`src/rtl/fp_align_stage.sv`:
```
// rtl/fp_align_stage.sv - two-stage IEEE-754 single operand compare/swap/align pipeline
module fp_align_stage (
    input  logic        clk,
    input  logic        rst,
    input  logic [31:0] op_a,
    input  logic [31:0] op_b,
    input  logic        in_vld,
    output logic        in_rdy,
    output logic        out_vld,
    input  logic        out_rdy,
    output logic [7:0]  exp_big,
    output logic        sign_big,
    output logic        sign_small,
    output logic [23:0] mant_big,
    output logic [23:0] mant_small,
    output logic        sticky
);

    // Operand unpack: zero/denormal exponent flushes the mantissa to zero.
    logic [7:0]  w_exp_a;
    logic [7:0]  w_exp_b;
    logic [23:0] w_mant_a;
    logic [23:0] w_mant_b;
    logic        w_a_big;
    logic [7:0]  w_shamt;

    assign w_exp_a  = op_a[30:23];
    assign w_exp_b  = op_b[30:23];
    assign w_mant_a = (w_exp_a == 8'd0) ? 24'd0 : {1'b1, op_a[22:0]};
    assign w_mant_b = (w_exp_b == 8'd0) ? 24'd0 : {1'b1, op_b[22:0]};

    // Magnitude order on {exponent, mantissa}; ties leave A as the big operand.
    assign w_a_big  = ({w_exp_a, w_mant_a} >= {w_exp_b, w_mant_b});
    assign w_shamt  = w_a_big ? (w_exp_a - w_exp_b) : (w_exp_b - w_exp_a);

    // Stage 1 state
    logic        r_s1_vld;
    logic [7:0]  r_s1_exp_big;
    logic        r_s1_sign_big;
    logic        r_s1_sign_small;
    logic [23:0] r_s1_mant_big;
    logic [23:0] r_s1_mant_small;
    logic [7:0]  r_s1_shamt;

    // Stage 2 state
    logic        r_s2_vld;
    logic [7:0]  r_s2_exp_big;
    logic        r_s2_sign_big;
    logic        r_s2_sign_small;
    logic [23:0] r_s2_mant_big;
    logic [23:0] r_s2_mant_small;
    logic        r_s2_sticky;

    // Handshake: a stage advances when the next one is empty or draining now.
    logic w_s2_free;
    logic w_s1_adv;
    logic w_in_xfer;

    assign w_s2_free = !r_s2_vld || out_rdy;
    assign w_s1_adv  = r_s1_vld && w_s2_free;
    assign in_rdy    = !r_s1_vld || w_s1_adv;
    assign w_in_xfer = in_vld && in_rdy;

    // Alignment shifter: clamping the amount at 24 pushes the whole mantissa
    // into the guard half, so the sticky OR covers every discarded bit.
    logic [4:0]  w_sh_clamp;
    logic [47:0] w_wide;

    assign w_sh_clamp = (r_s1_shamt >= 8'd24) ? 5'd24 : r_s1_shamt[4:0];
    assign w_wide     = {r_s1_mant_small, 24'd0} >> w_sh_clamp;

    // Stage 1: capture compare/swap result and shift amount on input transfer.
    always_ff @(posedge clk) begin
        if (rst) begin
            r_s1_vld        <= 1'b0;
            r_s1_exp_big    <= 8'd0;
            r_s1_sign_big   <= 1'b0;
            r_s1_sign_small <= 1'b0;
            r_s1_mant_big   <= 24'd0;
            r_s1_mant_small <= 24'd0;
            r_s1_shamt      <= 8'd0;
        end else begin
            if (w_in_xfer) begin
                r_s1_vld        <= 1'b1;
                r_s1_exp_big    <= w_a_big ? w_exp_a  : w_exp_b;
                r_s1_sign_big   <= w_a_big ? op_a[31] : op_b[31];
                r_s1_sign_small <= w_a_big ? op_b[31] : op_a[31];
                r_s1_mant_big   <= w_a_big ? w_mant_a : w_mant_b;
                r_s1_mant_small <= w_a_big ? w_mant_b : w_mant_a;
                r_s1_shamt      <= w_shamt;
            end else if (w_s1_adv) begin
                r_s1_vld        <= 1'b0;
            end
        end
    end

    // Stage 2: capture shifted mantissa and sticky when stage 1 advances.
    always_ff @(posedge clk) begin
        if (rst) begin
            r_s2_vld        <= 1'b0;
            r_s2_exp_big    <= 8'd0;
            r_s2_sign_big   <= 1'b0;
            r_s2_sign_small <= 1'b0;
            r_s2_mant_big   <= 24'd0;
            r_s2_mant_small <= 24'd0;
            r_s2_sticky     <= 1'b0;
        end else begin
            if (w_s1_adv) begin
                r_s2_vld        <= 1'b1;
                r_s2_exp_big    <= r_s1_exp_big;
                r_s2_sign_big   <= r_s1_sign_big;
                r_s2_sign_small <= r_s1_sign_small;
                r_s2_mant_big   <= r_s1_mant_big;
                r_s2_mant_small <= w_wide[47:24];
                r_s2_sticky     <= |w_wide[23:0];
            end else if (out_rdy) begin
                r_s2_vld        <= 1'b0;
            end
        end
    end

    assign out_vld    = r_s2_vld;
    assign exp_big    = r_s2_exp_big;
    assign sign_big   = r_s2_sign_big;
    assign sign_small = r_s2_sign_small;
    assign mant_big   = r_s2_mant_big;
    assign mant_small = r_s2_mant_small;
    assign sticky     = r_s2_sticky;

endmodule

```
`config.mk`:
```
export PLATFORM = sky130hd
export DESIGN_NAME = fp_align_stage
export DESIGN_NICKNAME = d
export VERILOG_FILES = /design/src/rtl/fp_align_stage.sv
export SDC_FILE = /design/constraint.sdc
export NUM_CORES = 1
export LEC_CHECK = 0
export CORE_UTILIZATION = 49
export CTS_CLUSTER_SIZE = 8
export DETAILED_ROUTE_END_ITERATION = 10
export PLACE_DENSITY = 0.88
export SLEW_MARGIN = 40
export SYNTH_ARGS = -nofsm -noshare
export SYNTH_HDL_FRONTEND = slang
export SYNTH_SLANG_ARGS = --single-unit
```
`constraint.sdc`:
```
create_clock -name clk -period 3.6 [get_ports clk]
set_input_delay 0.36 -clock clk [delete_from_list [all_inputs] [get_ports clk]]
set_output_delay 0.36 -clock clk [all_outputs]
set_load 0.05 [all_outputs]
```
After elaboration in Yosys (flattened, before gate mapping)
Cells that the tools add are included.

Register bits after elaboration: 127. Output and inout bits: 61.

Shifts and indexed selects: 1. Reduce and logical (&&, ||, !) cells: 11. $lt $le $gt $ge: 2. Add/sub/neg operators: 2. Muxes and demuxes: 13.

Operators with widths (number): $mux 24 (4); $shr 48x5->48 (1); $ge 32x32->1 (1); $reduce_or 24->1 (1); $logic_not 8->1 (2); $mux 8 (2); $sub 8x8->8 (2); $ge 8x5->1 const B (1); $mux 1 (6); $mux 5 (1); $reduce_bool 2->1 (2); $logic_and 1x1->1 (2); $logic_not 1->1 (2); $logic_or 1x1->1 (2).

Logic depth before layout (Yosys ltp)
Gate-level depths: netlist of the first run.

Depth in word-level cells: 6. Depth in mapped cells: 15.

Least setup slack after synthesis of the first run
OpenSTA, ideal clock, no wires.

Path kind: in2reg. Start: in op_a[25]. End: reg r_s1_mant_big[10]. Library setup time: 0.132 ns. Setup slack: 0.201 ns. Arrival time: 3.267 ns. Path buffers: 3. Stages: 14. Data required time: 3.468 ns. Path through: nor4_1 -> nand2_1 -> clkbuf_1 -> nand2_1 -> ha_1 -> nand2b_1 -> a2111o_1 -> a221oi_1 -> a211oi_2 -> a21o_1 -> clkbuf_1 -> clkbuf_1 -> a211oi_1 -> nor3_1.

Cells in the longest elaborated chain, start to end: 4.

RTL lines: from (decl) (line 5) `input logic [31:0] op_a,`; $logic_not 8->1 (line 29) `assign w_mant_a = (w_exp_a == 8'd0) ? 24'd0 : {1'b1, op_a[22:0]};`; $mux 24 (line 29); $ge 32x32->1 (line 33) `assign w_a_big = ({w_exp_a, w_mant_a} >= {w_exp_b, w_mant_b});`; $mux 24 * (line 88) `r_s1_mant_big <= w_a_big ? w_mant_a : w_mant_b;`; to (signal assigned) (line 88); to (decl) (line 41) `logic [23:0] r_s1_mant_big;`.

Mark *: on every way between the ends. The rest lies on a longest branch, timed or not. A chain may end at the register's enable or synchronous reset.

Final worst setup path of the first run
Start: in op_b[29]. End: reg r_s1_shamt[5].

Cells in the longest elaborated chain, start to end: 4.

RTL lines: from (decl) (line 6) `input logic [31:0] op_b,`; $logic_not 8->1 (line 30) `assign w_mant_b = (w_exp_b == 8'd0) ? 24'd0 : {1'b1, op_b[22:0]};`; $mux 24 (line 30); $ge 32x32->1 * (line 33); $mux 8 * (line 34) `assign w_shamt = w_a_big ? (w_exp_a - w_exp_b) : (w_exp_b - w_exp_a);`; to (signal assigned) (line 90) `r_s1_shamt <= w_shamt;`; to (decl) (line 43) `logic [7:0] r_s1_shamt;`.

Marked as above.

==> metrics, run 1 <==
n_diodes=0; placer's final routability congestion estimate=1.00; Netlist Area Pre-Place=0.00802 sq mm; Slew HR=47.2%; Initial DRC Count=1019; layout cell share with drive strength beyond 1=15.1%; Final Max Slew Viols=0; hold_buf cts=0; Finished Core Util=between 60% and 70%; Die W=130 microns; VDD IR max=0.428 mV; CTS buffer count=17; Pwr Density=459 mW/mm^2; fin area=0.0109 sq mm; minimum clock period=3.43 ns; r2r setup slk=0.56 ns; clock slew at reported path FFs=~0.060 ns; Vias per Instance=6.14; maxcap violations=0; Final Total Pwr=0.00499 W; CTS tree=done; CTS max path bufs=2; port bufs=128; final setup skew=just under 0.007 ns; Post-synth EDFFs=0; hold_sp=op_a[26]; status=finished clean; WS Path Type=input port to flip-flop; post-DP HPWL=19300 microns; clk_lat worst skew=roughly 0.42 ns; Antenna Nets Post-Route=0; Fillers=1202; routed wire length=26700 microns; Synthesized Nets=between 1000 and 1500; LEAKAGE=between 4 and 5 nW; post-synthesis cell count=1074; Worst Setup End Kind=flip-flop; CTS sink cnt=127; largest net degree at the start of global routing=78; Synth top area share=31.7%; Synth area leader=dfxtp_1; Worst Hold Path Cells=4; Crit Reg-Reg Startpoint=r_s1_shamt[5]$_SDFFE_PP0P_; reg2reg path depth=9; area grow syn2layout=35.6%; Syn Area/Cell=7.47 sq um; ys async rst share=0%; top post-synthesis cells by area=dfxtp_1 (32%), nor2_1 (7.9%), nand2_1 (7.0%); WL per Instance=18.0 microns; reg2reg end=sticky$_SDFFE_PP0P_; GR Util All Layers=32.1%; class of the tightest hold or removal check=input port to flip-flop; DRC=0; die height=roughly 130 microns; Starting Density=between 50% and 60%; CP required=between 3 and 4 ns; H-tree Lvls=4; Cell Area, Placed=0.0101 sq mm; Nets=1361; Die Area=0.0169 sq mm; area of the multi-input gates=between 0.005 and 0.006 sq mm; WHS Endpoint=r_s1_exp_big[3]$_SDFFE_PP0P_; unrepaired setup endpoints after global routing=no; Root Driver=clkbuf_16; CP Launch Type=input port; Distinct cells, synth=73; global-route wire length before repair=42000 microns; CORE AREA=around 0.016 sq mm; CP Data Arrival Time=3.70 ns; Sequential Area=0.00255 sq mm; Main synth FF type=dfxtp_1; row count=between 40 and 50; highest net fanout along the worst path=20; Final period util=95.3%; vias in the first global route=8358; FF+latch count, synth=127; routed via count=9089; yosys warns=0; fmax=0.292 GHz; GR Overflow Total=0; sequential share of the synthesized area=about a third; final setup fails=0; initial antenna violation count=0; Worst Max-Slew Pin Slew=0.792 ns; I/O Pins=approximately 130; Hold Fails Final Rpt=0; DRT Pass-1 Iters=8
==> layout make-up <==
type | instances | area share [%]
timing repair buffer | 245 | 20.7
inverter | 31 | 1.07
clock inverter | 14 | 1.56
sequential | 127 | 23.4
clock buffer | 18 | 3.94
tap | 216 | 2.48
multi-input combinational | 830 | 46.8
==> per-layer routing <==
metal | vias up | track usage [%] | part of all wire (%)
met5 | - | 0 | 0
met2 | 519 | 51.7 | 47
li1 | 4226 | - | -
met1 | 4237 | 40.4 | 40
met4 | 0 | 18.5 | 5.3
met3 | 107 | 5.49 | 7.7
==> cell usage in the layout (no fill, tap or decap), drive strengths merged, types with 11 or more instances in the layout <==
cell,netlist,routed
nor2,169,169
nand2,151,151
dfxtp,127,127
clkdlybuf4s50,0,120
buf,33,117
a21oi,100,100
a211oi,62,62
ha,39,39
inv,31,38
nor3,36,36
o21ai,26,26
and2,24,24
mux2i,21,21
clkbuf,53,19
o211ai,16,16
a31oi,14,14
nand3,14,14
o22ai,14,14
o221ai,14,14
a21o,13,13
a311oi,11,11
==> Yosys cell counts (3+ instances only) <==
cell,count
a211o_1,3
a211oi_1,60
a21boi_0,3
a21o_1,13
a21oi_1,100
a22oi_1,8
a311oi_1,11
a31oi_1,14
a32oi_1,9
and2_1,24
and3_1,3
and4_1,4
buf_1,4
buf_2,22
buf_4,3
buf_6,4
clkbuf_1,53
dfxtp_1,127
ha_1,39
inv_1,31
mux2_2,4
mux2i_1,21
nand2_1,149
nand2b_1,8
nand3_1,14
nand4_1,3
nor2_1,169
nor2b_1,7
nor3_1,36
nor4_1,6
o2111ai_1,3
o211ai_1,16
o21ai_0,23
o221ai_1,11
o221ai_2,3
o22ai_1,14
xnor2_1,3
==> flip-flops by register name, summed over array words and instances, names as in the netlist <==
signal,count
r_s1_exp_big,8
r_s1_shamt,8
sign_big,1
out_vld,1
sign_small,1
r_s1_vld,1
r_s1_mant_small,24
r_s1_mant_big,24
exp_big,8
r_s1_sign_big,1
r_s1_sign_small,1
sticky,1
mant_big,24
mant_small,24
==> metrics by stage <==
stage,TNS (ns),hold slack [ns],setup WS (ns),instances
floorplan,0,0.432,0.201,1074
global placement,-14.92,0.437,-0.444,1444
detailed placement,-24.91,0.445,-0.639,1445
CTS,0,0.452,0.0513,1477
global route,0,0.431,0.0307,1481
finish,0,0.431,0.170,1481
==> worst max-delay path: stages <==
cell and delay (ns):
clkdlybuf4s50_1 0.44, nor4_2 0.30, nand2_1 0.14, buf_4 0.23, nand2_1 0.16, ha_1 0.25, a2111o_1 0.37, a221oi_2 0.28
a211oi_2 0.13, buf_4 0.17, a21oi_4 0.21, buf_4 0.16, mux2i_2 0.21, xnor2_1 0.17, a211oi_1 0.11
==> worst max path at each step <==
stage                     startpoint                          endpoint  slack (ns)  cells after the start
final                       op_b[29]        r_s1_shamt[5]$_SDFFE_PP0P_        0.17                     15
after global routing        op_b[29]        r_s1_shamt[5]$_SDFFE_PP0P_        0.03                     15
after CTS                   op_a[25]  r_s1_mant_small[11]$_SDFFE_PP0P_        0.05                     17
after detailed placement    op_a[25]  r_s1_mant_small[19]$_SDFFE_PP0P_       -0.64                     16
after global placement      op_a[29]  r_s1_mant_small[19]$_SDFFE_PP0P_       -0.44                     16
after floorplan             op_a[25]    r_s1_mant_big[10]$_SDFFE_PP0P_        0.20                     14
==> report_power, final <==
part	total [W]	internal [W]	switching, W
Clock	0.00175	0.00104	0.000707
Sequential	0.00163	0.00150	0.000127
Combinational	0.00161	0.000662	0.000950
Total	0.00499	0.00321	0.00178
==> cells by family (layout without fill, tap and decap cells) <==
family | after synthesis | count (layout) | share of synthesized area, %
xor gates and xnor gates | 3 | 3 | 0.328
buffers and inverters | 117 | 308 | 6.33
AOI/OAI and AO/OA | 323 | 323 | 27.8
muxes | 25 | 25 | 3.18
DFF | 127 | 127 | 31.7
and+or+nand+nor | 438 | 438 | 24.0
adders and majority gates | 41 | 41 | 6.58
==> what timing repair did <==
item / in CTS / in global routing
gates resized for setup: 7 / 17
setup buffers: 0 / 3
pin swaps: 0 / 8
endpoints found under the setup margin: 22 / 53
cloned: 0 / 1
endpoints found under the hold margin: 0 / 0
(Power assumes the default switching activity.)
==> run 2, diff against run 1 <==
--- a/config.mk
+++ b/config.mk
@@ -5,11 +5,11 @@
 export SDC_FILE = /design/constraint.sdc
 export NUM_CORES = 1
 export LEC_CHECK = 0
-export CORE_UTILIZATION = 49
+export CORE_UTILIZATION = 55
 export CTS_CLUSTER_SIZE = 8
 export DETAILED_ROUTE_END_ITERATION = 10
-export PLACE_DENSITY = 0.88
-export SLEW_MARGIN = 40
+export PLACE_DENSITY = 0.93
+export SLEW_MARGIN = 30
 export SYNTH_ARGS = -nofsm -noshare
 export SYNTH_HDL_FRONTEND = slang
 export SYNTH_SLANG_ARGS = --single-unit
==> constraint.sdc (replaced) <==
create_clock -name clk -period 4.3 [get_ports clk]
set_input_delay 0.43 -clock clk [delete_from_list [all_inputs] [get_ports clk]]
set_output_delay 0.43 -clock clk [all_outputs]
set_load 0.05 [all_outputs]
==> run 2 against run 1 <==
  * Critical path depth grew 2
  * Routed wire length shrank 4.0%
  * Global-route usage grew 3.3 points
  * Cell count shrank 7.7%
  * Total power shrank 18%
  * Count of clock-buffer cells in the layout shrank 1
  * Critical path type unchanged
  * Largest power group unchanged
==> metrics, run 2 (synthesized netlist as in run 1, its figures left out) <==
DRC=0 (unchanged); Final period util=92.9%; leading cell types in the layout, fill and taps excluded=nor2_1 (169), nand2_1 (148), clkdlybuf4s50_1 (127) (was nor2_1 (169), nand2_1 (149), dfxtp_1 (126)); CTS max path bufs=2 (unchanged); hold_buf cts=0 (unchanged); worst setup margin=0.304 ns (was 0.170 ns); Antenna Nets Post-Route=0 (unchanged); port bufs=128 (unchanged); Final Instance Count excl. Fillers=1367 (was 1481); largest net degree at the start of global routing=97 (was 78); final setup fails=0 (unchanged); highest net fanout along the worst path=25 (was 20); Worst Setup End Kind=flip-flop (unchanged); I/O Pins=129 (unchanged); GR Overflow Total=0 (unchanged); maxcap violations=0 (unchanged); setup slack at placement=-0.124 ns (was -0.639 ns); Die Area=0.0151 sq mm (was 0.0169 sq mm); CP Launch Type=input port (unchanged); final hold slack=0.454 ns (was 0.431 ns); CORE AREA=0.0140 sq mm (was 0.0159 sq mm); CTS tree=done (unchanged); # Post-CTS Setup Buffers=0 (unchanged); Root Driver=clkbuf_16 (unchanged); Gate power share=31.0% (was 32.3%); internal power=0.00258 W (was 0.00321 W); routed via count=8695 (was 9089); most common cell after layout, fill and taps aside=nor2_1 (unchanged); n_diodes=0 (unchanged); global-route wire length before repair=41300 microns (was 42000 microns); clock slew at reported path FFs=0.06 ns (about the same); CP required=4.57 ns (was 3.87 ns); Hold Fails Final Rpt=0 (unchanged); sequential power share=33.5% (was 32.7%); CTS sink cnt=127 (unchanged); final setup skew=0.00957 ns (was 0.00675 ns); Inst Count DP=1334 (was 1445); Initial DRC Count=1264 (was 1019); WL per Instance=18.7 microns (was 18.0 microns); fin area=0.0101 sq mm (was 0.0109 sq mm); WS Path Type=input port to flip-flop (unchanged); Clock power frac=35.5% (was 35.0%); Worst Max-Slew Pin Slew=0.953 ns (was 0.792 ns); Die W=123 microns (was 130 microns); die height=123 microns (was 130 microns); placer's final routability congestion estimate=1.00 (about the same); routed wire length=25600 microns (was 26700 microns); unrepaired setup endpoints after global routing=no (unchanged); CTS buffer count=17 (unchanged); H-tree Lvls=4 (unchanged); DRT Pass-1 Iters=6 (was 8); LEAKAGE=3.95 nW (was 4.40 nW); Vias per Instance=6.36 (was 6.14); status=finished clean (unchanged); vias in the first global route=8253 (was 8358); GR Util All Layers=35.4% (was 32.1%); layout cell share with drive strength beyond 1=8.68% (was 15.1%); initial antenna violation count=0 (unchanged); final setup TNS=0 ns (unchanged); post-DP HPWL=18500 microns (was 19300 microns); Nets=1283 (was 1361); clk_lat worst skew=0.42 ns (about the same); sw frac=36.8% (was 35.7%); Starting Density=57.1% (was 50.3%); minimum clock period=4.00 ns; class of the tightest hold or removal check=flip-flop to flip-flop (was input port to flip-flop); CP Data Arrival Time=4.27 ns (was 3.70 ns); VDD IR max=0.298 mV (was 0.428 mV); row count=43 (was 46); fmax=0.250 GHz; Pwr Density=401 mW/mm^2 (was 459 mW/mm^2); area grow syn2layout=26.6% (was 35.6%); Slew HR=36.0% (was 47.2%); Cell Area, Placed=0.00951 sq mm (was 0.0101 sq mm); Final Max Slew Viols=0 (unchanged); P_sw=0.00150 W (was 0.00178 W)
==> run 2: stage by stage <==
stage	total power, W	util [%]
detailed placement	0.00260	67.7
global placement	0.00258	67.7
global route	0.00425	72.3
CTS	0.00404	72.0
finish	0.00407	72.3
floorplan	0.00223	-
==> run 2: final cells by class <==
cell class	count	area (sq um)
Clock buffer	17	425
Clock inverter	15	170
Fill cell	1043	3890
Inverter	31	116
Multi-Input combinational cell	830	5010
Sequential cell	127	2540
Tap cell	180	225
Timing Repair Buffer	167	1660
==> run 2: repair_timing <==
action | 4_1_cts | 5_1_grt
setup endpoints to repair | 0 | 1
resized for setup | 0 | 1
endpoints found under the hold margin | 0 | 0
==> run 2: path summary, 6_finish.rpt <==
kind / from / endpoint / slack (ns) / cells after the start
hold / removal: exp_big[6]$_SDFFE_PP0P_ / exp_big[6]$_SDFFE_PP0P_ / 0.45 / 2
setup reg to reg: r_s1_shamt[4]$_SDFFE_PP0P_ / sticky$_SDFFE_PP0P_ / 0.83 / 9
setup / recovery: op_a[25] / r_s1_mant_small[4]$_SDFFE_PP0P_ / 0.30 / 17
hold reg to reg: exp_big[6]$_SDFFE_PP0P_ / exp_big[6]$_SDFFE_PP0P_ / 0.45 / 2
==> run 2: layer usage <==
layer	vias up	global-route usage [%]	routed length (microns)	share of wire, %
met5	-	0	0	0
met4	0	22.6	1530	6.0
met3	93	7.53	1990	7.8
met2	485	56.5	11900	46
met1	4048	43.1	10200	40
li1	4069	-	-	-
==> run 2: critical path: stages <==
cell             delay, ns
clkdlybuf4s50_1       0.44
nor4_1                0.40
nand2_1               0.10
buf_4                 0.22
nand2_1               0.16
ha_1                  0.24
nand2b_1              0.14
a2111o_1              0.40
a221oi_1              0.32
a211oi_2              0.15
buf_4                 0.18
a21oi_4               0.32
buf_12                0.22
buf_12                0.17
nor2_1                0.06
a21oi_1               0.18
a211oi_1              0.11
==> run 2: power by group through the flow <==
stage / Clock (W) / Combinational, W / Sequential [W]
6_report: 0.00144 / 0.00126 / 0.00136
5_1_grt: 0.00150 / 0.00137 / 0.00137
4_1_cts: 0.00145 / 0.00123 / 0.00136
3_5_place_dp: 0 / 0.00122 / 0.00138
3_3_place_gp: 0 / 0.00120 / 0.00138
2_1_floorplan: 0 / 0.000816 / 0.00141
==> run 3, diff against run 2 <==
--- a/config.mk
+++ b/config.mk
@@ -5,6 +5,7 @@
 export SDC_FILE = /design/constraint.sdc
 export NUM_CORES = 1
 export LEC_CHECK = 0
+export ABC_CLOCK_PERIOD_IN_PS = 4300
 export CORE_UTILIZATION = 55
 export CTS_CLUSTER_SIZE = 8
 export DETAILED_ROUTE_END_ITERATION = 10
==> results of run 3 <==
The final DEF is identical to that of run 2; final timing and power are the same.
